[src/rtl/rvc_asap_5pl_fetch.sv]
// Fetch stage: owns the PC, aligns one-cycle-late instruction memory data with
// its PC and valid bit, holds it across decode stalls and kills wrong-path fetches.
module rvc_asap_5pl_fetch #(
    parameter logic [31:0] RESET_PC  = 32'h0000_0000,
    parameter logic [31:0] I_MEM_MSB = 32'h0000_FFFF
) (
    input  logic        Clock,
    input  logic        Rst,
    input  logic        StallQ101H,
    input  logic        RedirectEnQ102H,
    input  logic [31:0] RedirectPcQ102H,
    output logic [31:0] PcQ100H,
    input  logic [31:0] IMemInstQ101H,
    output logic [31:0] InstructionQ101H,
    output logic [31:0] PcQ101H,
    output logic        ValidQ101H,
    output logic        FetchFaultQ101H
);

    typedef enum logic [1:0] {
        RUN  = 2'd0,
        HOLD = 2'd1,
        KILL = 2'd2
    } state_t;

    state_t      state_q, state_d;
    logic [31:0] pc_q, pc_d;
    logic [31:0] pc101_q, pc101_d;
    logic [31:0] hold_inst_q, hold_inst_d;
    logic        valid_q, valid_d;
    logic        fault_q, fault_d;
    logic [32:0] last_byte;
    logic        fault_now;

    // 33-bit sum so a fetch straddling 2^32 is reported as a fault
    assign last_byte = {1'b0, pc_q} + 33'd3;
    assign fault_now = last_byte > {1'b0, I_MEM_MSB};

    always_comb begin
        state_d     = state_q;
        pc_d        = pc_q;
        pc101_d     = pc101_q;
        hold_inst_d = hold_inst_q;
        valid_d     = valid_q;
        fault_d     = fault_q;
        if (RedirectEnQ102H) begin
            pc_d    = {RedirectPcQ102H[31:2], 2'b00};
            pc101_d = pc_q;
            valid_d = 1'b0;
            fault_d = 1'b0;
            state_d = KILL;
        end else begin
            unique case (state_q)
                KILL: begin
                    // Memory output this cycle is old-path data; the target
                    // address stays on the bus one more edge so it is not lost.
                    pc101_d = pc_q;
                    valid_d = 1'b0;
                    fault_d = 1'b0;
                    state_d = RUN;
                end
                HOLD: begin
                    if (!StallQ101H) begin
                        pc_d    = pc_q + 32'd4;
                        pc101_d = pc_q;
                        valid_d = 1'b1;
                        fault_d = fault_now;
                        state_d = RUN;
                    end
                end
                default: begin
                    if (StallQ101H) begin
                        hold_inst_d = IMemInstQ101H;
                        state_d     = HOLD;
                    end else begin
                        pc_d    = pc_q + 32'd4;
                        pc101_d = pc_q;
                        valid_d = 1'b1;
                        fault_d = fault_now;
                    end
                end
            endcase
        end
    end

    always_ff @(posedge Clock or posedge Rst) begin
        if (Rst) begin
            state_q     <= RUN;
            pc_q        <= RESET_PC;
            pc101_q     <= 32'h0;
            hold_inst_q <= 32'h0;
            valid_q     <= 1'b0;
            fault_q     <= 1'b0;
        end else begin
            state_q     <= state_d;
            pc_q        <= pc_d;
            pc101_q     <= pc101_d;
            hold_inst_q <= hold_inst_d;
            valid_q     <= valid_d;
            fault_q     <= fault_d;
        end
    end

    assign PcQ100H          = pc_q;
    assign PcQ101H          = pc101_q;
    assign ValidQ101H       = valid_q;
    assign FetchFaultQ101H  = fault_q;
    assign InstructionQ101H = (state_q == HOLD) ? hold_inst_q : IMemInstQ101H;

endmodule
[config.mk]
export PLATFORM = sky130hd
export DESIGN_NAME = rvc_asap_5pl_fetch
export DESIGN_NICKNAME = d
export VERILOG_FILES = /design/src/rtl/rvc_asap_5pl_fetch.sv
export SDC_FILE = /design/constraint.sdc
export NUM_CORES = 1
export LEC_CHECK = 0
export CELL_PAD_IN_SITES_DETAIL_PLACEMENT = 0
export CELL_PAD_IN_SITES_GLOBAL_PLACEMENT = 1
export CORE_ASPECT_RATIO = 0.6
export CORE_MARGIN = 1
export CORE_UTILIZATION = 35
export CTS_CLUSTER_DIAMETER = 200
export CTS_CLUSTER_SIZE = 8
export DETAILED_ROUTE_END_ITERATION = 7
export PLACE_DENSITY_LB_ADDON = 0.15
export SYNTH_ARGS = -nofsm -noshare
export SYNTH_HDL_FRONTEND = slang
export SYNTH_SLANG_ARGS = --single-unit
[constraint.sdc]
create_clock -name Clock -period 3.7 [get_ports Clock]
set_input_delay 0.74 -clock Clock [delete_from_list [all_inputs] [get_ports Clock]]
set_output_delay 0.74 -clock Clock [all_outputs]
set_load 0.005 [all_outputs]
Word level (Yosys, flattened, before mapping)
Index checks and enable logic that the tools add are counted.

word-level totals
  register bits after elaboration = 100
  input port bits = 68
  output and inout bits = 98
  logic and storage cells = 39

operators by class
  $add $sub $neg = 2
  $lt $le $gt $ge = 1
  equal/unequal tests = 6
  muxes and demuxes = 17
  bitwise logic cells = 2
  reduce and logical (&&, ||, !) cells = 5

operators by type and width
  kind                   count
  $mux 32                7
  $add 32x2->33 const B  1
  $gt 33x16->1 const B   1
  $add 32x3->32 const B  1
  $mux 1                 6
  $mux 2                 3
  $pmux 2 s2             1
  $reduce_and 2->1       2
  $reduce_bool 4->1      1
  $ne 3x1->1 const B     1
  $ne 3x3->1 const B     1
  $reduce_and 3->1       1
  $eq 2x1->1 const B     1
  $eq 2x2->1 const B     1
  $ne 2x1->1 const B     1
  $ne 2x2->1 const B     1
  $not 1->1              2
  $reduce_or 2->1        1

Logic depth before layout (Yosys ltp)
Gate-level depths: netlist of run 1.

  depth after elaboration = 5
  depth in mapped cells = 7
  depth with buffers taken out = 6

Worst setup path before layout of run 1
No wires, ideal clock.

  kind = input -> register
  start = in StallQ101H
  end = reg pc_q[26] (netlist: PcQ100H[26])
  setup time = 82 ps
  data arrival time = 2299 ps
  slack = 1319 ps
  stages = 6
  buffers on the path = 2
  path through = buf_6 > nand4bb_4 > or4_1 > buf_2 > or4_1 > a31oi_1

on the way
  word-level cells in the longest chain between the ends = 2

ends and longest elaborated chain
  what                        line  RTL
  start, declared             9     input logic StallQ101H,
  $ne 2x1->1 (no line)        --
  $reduce_and 2->1 (no line)  --
  end signal, assigned        96    pc_q <= pc_d;
  end, declared               27    logic [31:0] pc_q, pc_d;

Every way passes these cells.
A chain may end at the register's enable or synchronous reset.

Worst setup path in the final report of run 1
  start = reg state_q[1]
  end = out InstructionQ101H[8]

on the way
  word-level cells in the longest chain between the ends = 2

ends and longest elaborated chain
  what                    line  RTL
  start, declared         26    state_t state_q, state_d;
  start signal, assigned  95    state_q <= state_d;
  $eq 2x1->1              108   assign InstructionQ101H = (state_q == HOLD) ? hold_inst_q : IMemInstQ101H;
  $mux 32                 108
  end, declared           14    output logic [31:0] InstructionQ101H,

Every way passes these cells.

==> results by group, run 1 <==
STA
  • Final setup vio count: 0
  • Clock Skew: 0.00571 ns
  • Final Hold Vio Count: 0
  • Slew HR: 55.4%
  • RSZ-0062 raised after global routing: no
  • Slew Limit Fails: 0
  • Hold slack: 0.482 ns
  • Maximum clock rate: about 340 MHz
  • Setup TNS: 0 ns
  • Tmin final: 2.95 ns
  • Post-route clock period utilization: 79.8%
  • Slew @ Worst Pin: 0.667 ns
  • Setup WS post-layout: 0.746 ns

Worst setup path
  • Crit Path Max Fanout: 34
  • Largest stage delay on the critical path: 0.48 ns
  • Crit-path leading delay family: buffers and inverters
  • Critical path type: register to primary output
  • Req. time, crit path: 2.96 ns
  • Buf/Inv on CP: 3
  • Worst EP arrival: 2.21 ns
  • Slowest-stage cell, CP: clkdlybuf4s50_1
  • Crit path capture type: primary output
  • Worst setup SP type: register
  • CP Cell Sequence: inv_1 > ha_1 > buf_4 > mux2_2 > clkdlybuf4s50_1

Synth
  • Top cells by area, synth: dfrtp_1 (50%), mux2_2 (22%), a31oi_1 (2.1%), o21ai_0 (2.1%), nand2_1 (2.0%)
  • Register area share after synthesis: 50.5%
  • Syn Area/Cell: between 10 and 15 µm²
  • Synth Cell Area: 4760 µm²
  • Yosys cell types: 44
  • Synth top area share: 50.5%
  • Ys Warns: 0
  • Dominant cell type by area after synthesis: dfrtp_1
  • Cells after Synth: 408
  • Yosys reg bits: 96

Routing
  • Routed vias/inst: 5.14
  • DRC: 8
  • First drt pass iteration count: 7
  • Via count: 3776
  • Post-route ant nets: 0
  • DR WL/cell: ~17 µm
  • Drt total wl: 12400 µm
  • DRT iter0 DRCs: roughly 230

Placed design
  • Post-detail-place hpwl: 8830 µm
  • Port Buffers: 159
  • Place WS: 0.633 ns
  • Placed Cells: between 700 and 800
  • RePlAce Congestion: 0.737

Cells and area
  • Area Growth Syn to Fin: 43.4%
  • Layout cells sized above 1: ~22%
  • ANT cells: 0
  • Number of nets in the layout: 632
  • Non-Filler Instances: 735

Flow run
  • Max-Cap Viols: 0

Global routing
  • Overflow after GRT: 0
  • Global-route wire length before repair: roughly 20000 µm
  • Initial antenna violation count: 0
  • Largest net degree at the start of global routing: 97
  • Total GRT Usage: 18.2%
  • Vias in the first global route: 3684

CTS
  • Clock-pin slew on the worst setup and hold paths: 0.07 ns
  • TritonCTS clock tree: yes
  • Clock buffer depth: 2
  • Clk_lat worst skew: 0.33 ns
  • Postcts setup bufs: 0
  • Post-CTS Hold Buffers: 0
  • # clock sinks: 96
  • H-tree depth: 3
  • CTS resizes: 0
  • Clock root cell: clkbuf_16
  • CTS buffer count: 9

Floorplan
  • FP Rows: 32
  • Initial Utilization: 36.5%
  • Die footprint: 14100 µm²
  • DIE WIDTH: 153 µm
  • Ports: 166
  • DIE HEIGHT: 92.3 µm
  • CORE AREA: roughly 13000 µm²

Run status
  • Failing checks: design-rule violations
  • Status: finished, violations left

Min path
  • Worst hold path type: register to register

Pwr
  • Leak: 2.63 nW
  • Power per cell area: 456 nW/µm²
  • Max VDD drop: 0.000267 V
==> placed cells by master, fill, tap and decap left out, drive strengths merged, types with 3 or more instances in the layout <==
| master | netlist | final |
|---|---|---|
| ha | 3 | 3 |
| clkbuf | 18 | 12 |
| xnor2 | 4 | 4 |
| or3 | 4 | 4 |
| nand4 | 12 | 12 |
| nand2 | 26 | 26 |
| o21ai | 20 | 20 |
| or4 | 13 | 13 |
| nand3 | 15 | 15 |
| mux2 | 92 | 92 |
| clkdlybuf4s50 | 0 | 159 |
| a31oi | 16 | 16 |
| nor4 | 7 | 7 |
| dfrtp | 96 | 96 |
| inv | 8 | 8 |
| nor2 | 20 | 20 |
| nor3 | 3 | 3 |
| bufinv | 0 | 3 |
| conb | 1 | 4 |
| and2 | 3 | 3 |
| buf | 9 | 7 |
| xor2 | 6 | 6 |
| o31ai | 12 | 12 |
| and4 | 4 | 4 |
==> synth_stat cells (all sizes together) <==
cell type / number
mux2: 92
nand4: 12
a31oi: 16
nor2: 20
nand3: 15
o21a: 2
or4: 13
o2111ai: 1
and2: 3
nand2: 26
o31a: 1
dfrtp: 96
a21oi: 2
and4: 4
and3: 2
o211ai: 2
ha: 3
and4bb: 1
mux2i: 1
nand3b: 1
inv: 8
xnor2: 4
nor3: 3
a32oi: 1
o21ai: 20
buf: 9
conb: 1
nand2b: 1
or3: 4
nand4bb: 1
clkbuf: 18
xor2: 6
o31ai: 12
nor4: 7
==> cell families after synthesis <==
family,synth area share (%)
simple gates,13.4
fa+ha+maj,0.789
other cells,0.0788
xor+xnor,1.84
mux,22.0
buf+inv,3.99
flops,50.5
compound gates,7.49
==> cell type report <==
type                       instances  area (µm²)
clock buffer                      12         246
clock inverter                     3        90.1
fill                            1160        6230
inverter                           8        32.5
multi-input combinational        280        2180
sequential                        96        2400
tap                              170         213
timing repair buffer             166        1660
==> worst paths after layout <==
kind	startpoint	end	slack (ns)	cells after the start
setup / recovery	state_q[1]	InstructionQ101H[8]	0.75	5
hold / removal	ValidQ101H	ValidQ101H	0.48	1
setup reg to reg	PcQ100H[2]	PcQ100H[30]	1.19	5
hold reg to reg	ValidQ101H	ValidQ101H	0.48	1
max in group asynchronous	Rst	PcQ101H[30]	2.39	3
min in group asynchronous	Rst	hold_inst_q[3]	0.84	3
==> per-layer routing <==
layer / wire (µm) / GRT usage, %
met5: 0 / 0
met2: 5360 / 26.6
met1: 6130 / 25.8
met3: 857 / 5.99
met4: 78 / 4.63
==> per-stage QoR <==
step	instance area (µm²)	power, mW	utilization [%]
global route	6830	3.28	52.3
finish	6830	3.12	52.3
global placement	6490	2.06	49.7
CTS	6830	3.16	52.3
floorplan	4770	1.70	-
detailed placement	6490	2.08	49.7
==> worst reg2reg max path, stage by stage (launching register included) <==
cell     delay, ns
dfrtp_1       0.45
ha_1          0.33
nand2_1       0.16
or4_1         0.74
or4_1         0.57
a31oi_1       0.18
==> where the power goes <==
part	switching (mW)	total, mW	leakage [nW]	internal, mW
clock	0.382	1.06	0.163	0.676
combinational	0.230	0.672	1.35	0.442
sequential	0.141	1.39	1.13	1.24
==> flip-flops by register name (all words and copies together), names as in the netlist <==
| signal | cells |
|---|---|
| PcQ101H | 30 |
| ValidQ101H | 1 |
| state_q | 2 |
| hold_inst_q | 32 |
| FetchFaultQ101H | 1 |
| PcQ100H | 30 |
No activity file was read; power rests on OpenSTA's default activity.
==> inputs of run 2 (changes only) <==
- CORE_UTILIZATION: 35 -> 32
- clock period: 3.7 -> 2.65 ns (I/O delays scaled with it)
==> run 2 against run 1 <==
Effect of this change:
- the run now ends clean
- global-route usage decreased by 0.73 points
- final area up 3.0%
- first-iteration DRC count fell by 4.3%
- sequential power increased by 38%
- die area rose by 9.2%
- utilization is 3.8 points lower
- sequential cell count stayed put
- total power up 41%
- count of clock-buffer cells in the layout decreased by 2
==> results by group, run 2 (synthesis results as in run 1) <==
Run status
  • Status: complete, no violations

CTS
  • Clock-pin slew on the worst setup and hold paths: 0.06 ns (about the same)
  • # clock sinks: 96 (unchanged)
  • TritonCTS clock tree: yes
  • Clock root cell: clkbuf_16
  • Postcts setup bufs: 0 (unchanged)
  • H-tree depth: 3 (unchanged)
  • Clk_lat worst skew: 0.34 ns (about the same)
  • Clock buffer depth: 2 (unchanged)
  • CTS buffer count: 9 (unchanged)

Floorplan
  • Ports: 166 (unchanged)
  • DIE HEIGHT: 96.5 µm (+4.5%)
  • Initial Utilization: 32.8% (-3.7 points)
  • DIE WIDTH: 159 µm (+4.5%)
  • FP Rows: 34 (+6.3%)
  • Die footprint: 15400 µm² (+9.2%)
  • CORE AREA: 14500 µm² (+11%)

Pwr
  • Net switching power figure: 1.08 mW (+43%)
  • Max VDD drop: 0.000420 V (+57%)
  • Internal Pwr Total: 3.33 mW (+41%)
  • Clock share of power: 33.9% (about the same)
  • Sequential share of power: 43.6% (-0.9 points)
  • Power per cell area: 627 nW/µm² (+37%)
  • Leak: 2.71 nW (+3.1%)
  • Net Sw Frac: 24.5% (+0.33 points)
  • Comb pwr share: 22.5% (+0.9 points)

STA
  • Setup TNS: 0 ns (unchanged)
  • Hold slack: 0.484 ns (+0.00154 ns)
  • Final setup vio count: 0 (unchanged)
  • Slew @ Worst Pin: 0.574 ns (-0.0938 ns)
  • Slew Limit Fails: 0 (unchanged)
  • Post-route clock period utilization: 97.5%
  • Clock Skew: 0.00634 ns (+0.000636 ns)
  • Maximum clock rate: 387 MHz
  • Tmin final: roughly 2.6 ns
  • Slew HR: 61.4% (+6.0 points)
  • Final Hold Vio Count: 0 (unchanged)

Cells and area
  • Area Growth Syn to Fin: 47.6%
  • Most frequent cells in the layout: clkdlybuf4s50_1 (159), dfrtp_1 (96), mux2_2 (92)
  • Number of nets in the layout: 649 (+2.7%)
  • Largest register by flop count: hold_inst_q
  • Layout cells sized above 1: 24.7% (+2.8 points)
  • ANT cells: 0 (unchanged)
  • Max reg flops: 32 (unchanged)
  • Most common cell after layout, fill and taps aside: clkdlybuf4s50_1

Placed design
  • Port Buffers: 159 (unchanged)
  • Post-detail-place hpwl: 9310 µm (+5.4%)
  • RePlAce Congestion: 0.762 (+3.4%)

Routing
  • Via count: 3804 (+0.74%)
  • DR WL/cell: 16.8 µm (-0.92%)
  • First drt pass iteration count: 6 (-1)
  • Post-route ant nets: 0 (unchanged)
  • DRT iter0 DRCs: 223 (-4.3%)
  • Drt total wl: 13100 µm (+5.1%)
  • DRC: 0 (-8)
  • Routed vias/inst: 4.88 (-5.1%)

Worst setup path
  • Crit path capture type: primary output
  • Worst EP arrival: 2.05 ns (-0.16 ns)
  • Req. time, crit path: 2.12 ns (-0.84 ns)
  • Buf/Inv on CP: 3 (unchanged)
  • Largest stage delay on the critical path: 0.45 ns (-0.03 ns)
  • Crit-path leading delay family: buffers and inverters
  • CP Cell Sequence: inv_1 > ha_2 > clkbuf_16 > mux2_2 > clkdlybuf4s50_1
  • Slowest-stage cell, CP: clkdlybuf4s50_1
  • Worst setup SP type: register
  • Origin of the critical flop-to-flop path: state_q[0]
  • Crit path from: state_q[1]
  • Critical path type: register to primary output
  • Crit Path Max Fanout: 17 (-50%)

Flow run
  • Max-Cap Viols: 0 (unchanged)

Global routing
  • Overflow after GRT: 0 (unchanged)
  • Initial antenna violation count: 0 (unchanged)
  • Largest net degree at the start of global routing: 97 (unchanged)
  • Total GRT Usage: 17.5% (-0.73 points)
  • Vias in the first global route: 3745 (+1.7%)
  • Global-route wire length before repair: 20600 µm (+3.4%)

Min path
  • Worst hold path type: register to register
  • Worst Hold Launch: ValidQ101H
-- run 2: cell count changes in the layout (fill, tap and decap cells not counted), sizes merged --
cell      previous run  this run
clkinvlp             0         3
buf                  7        23
inv                  8         7
clkbuf              12        11
-- run 2: layer usage --
layer | vias to the layer above | global-route usage, % | wire (µm)
met1 | 1830 | 25.9 | 6740
met5 | - | 0 | 0
met3 | 6 | 5.25 | 949
met4 | 0 | 4.57 | 112
met2 | 122 | 24.3 | 5260
li1 | 1846 | - | -
-- run 2: timing repair --
action                                  in CTS  in global routing
hold buffers                                 0                  0
resized for setup                            0                  1
endpoints found under the setup margin       0                  9
-- run 2: worst reg2reg max path: stages, from the launching register on --
cell and delay (ns):
dfrtp_1 0.37, inv_1 0.05, ha_1 0.28, nand4bb_4 0.26
or4_1 0.64, or4_1 0.55, a31oi_1 0.17
-- run 2: cell type report --
type	instances	area [µm²]
Clock buffer	10	239
Clock inverter	5	105
Fill cell	1347	7480
Inverter	8	33.8
Multi-Input combinational cell	280	2190
Sequential cell	96	2400
Tap cell	198	248
Timing Repair Buffer	183	1810
-- run 2: through the flow --
step / utilization (%) / setup slack [ns] / instance area [µm²] / instances / power [mW]
floorplan: - / 0.453 / 4780 / 411 / 2.38
global placement: 45.9 / 0.0545 / 6660 / 764 / 2.91
detailed placement: 45.9 / 0.0344 / 6660 / 764 / 2.94
CTS: 48.3 / 0.0427 / 7000 / 779 / 4.47
global route: 48.5 / -0.000976 / 7030 / 780 / 4.66
finish: 48.5 / 0.0669 / 7030 / 780 / 4.40
-- run 2: power by group through the flow --
stage	clock, mW	sequential (mW)	combinational [mW]
3_3_place_gp	0	1.93	0.984
3_5_place_dp	0	1.94	0.999
4_1_cts	1.55	1.92	1.00
2_1_floorplan	0	1.91	0.469
6_report	1.49	1.92	0.991
5_1_grt	1.61	1.96	1.09
-- run 2: final timing paths --
kind	depth (start not counted)	to	slack, ns
min reg2reg	1	ValidQ101H	0.48
max in group asynchronous	3	hold_inst_q[4]	1.55
min in group asynchronous	3	hold_inst_q[30]	0.65
max reg2reg	6	PcQ100H[30]	0.25
min	1	ValidQ101H	0.48
max	5	InstructionQ101H[5]	0.07
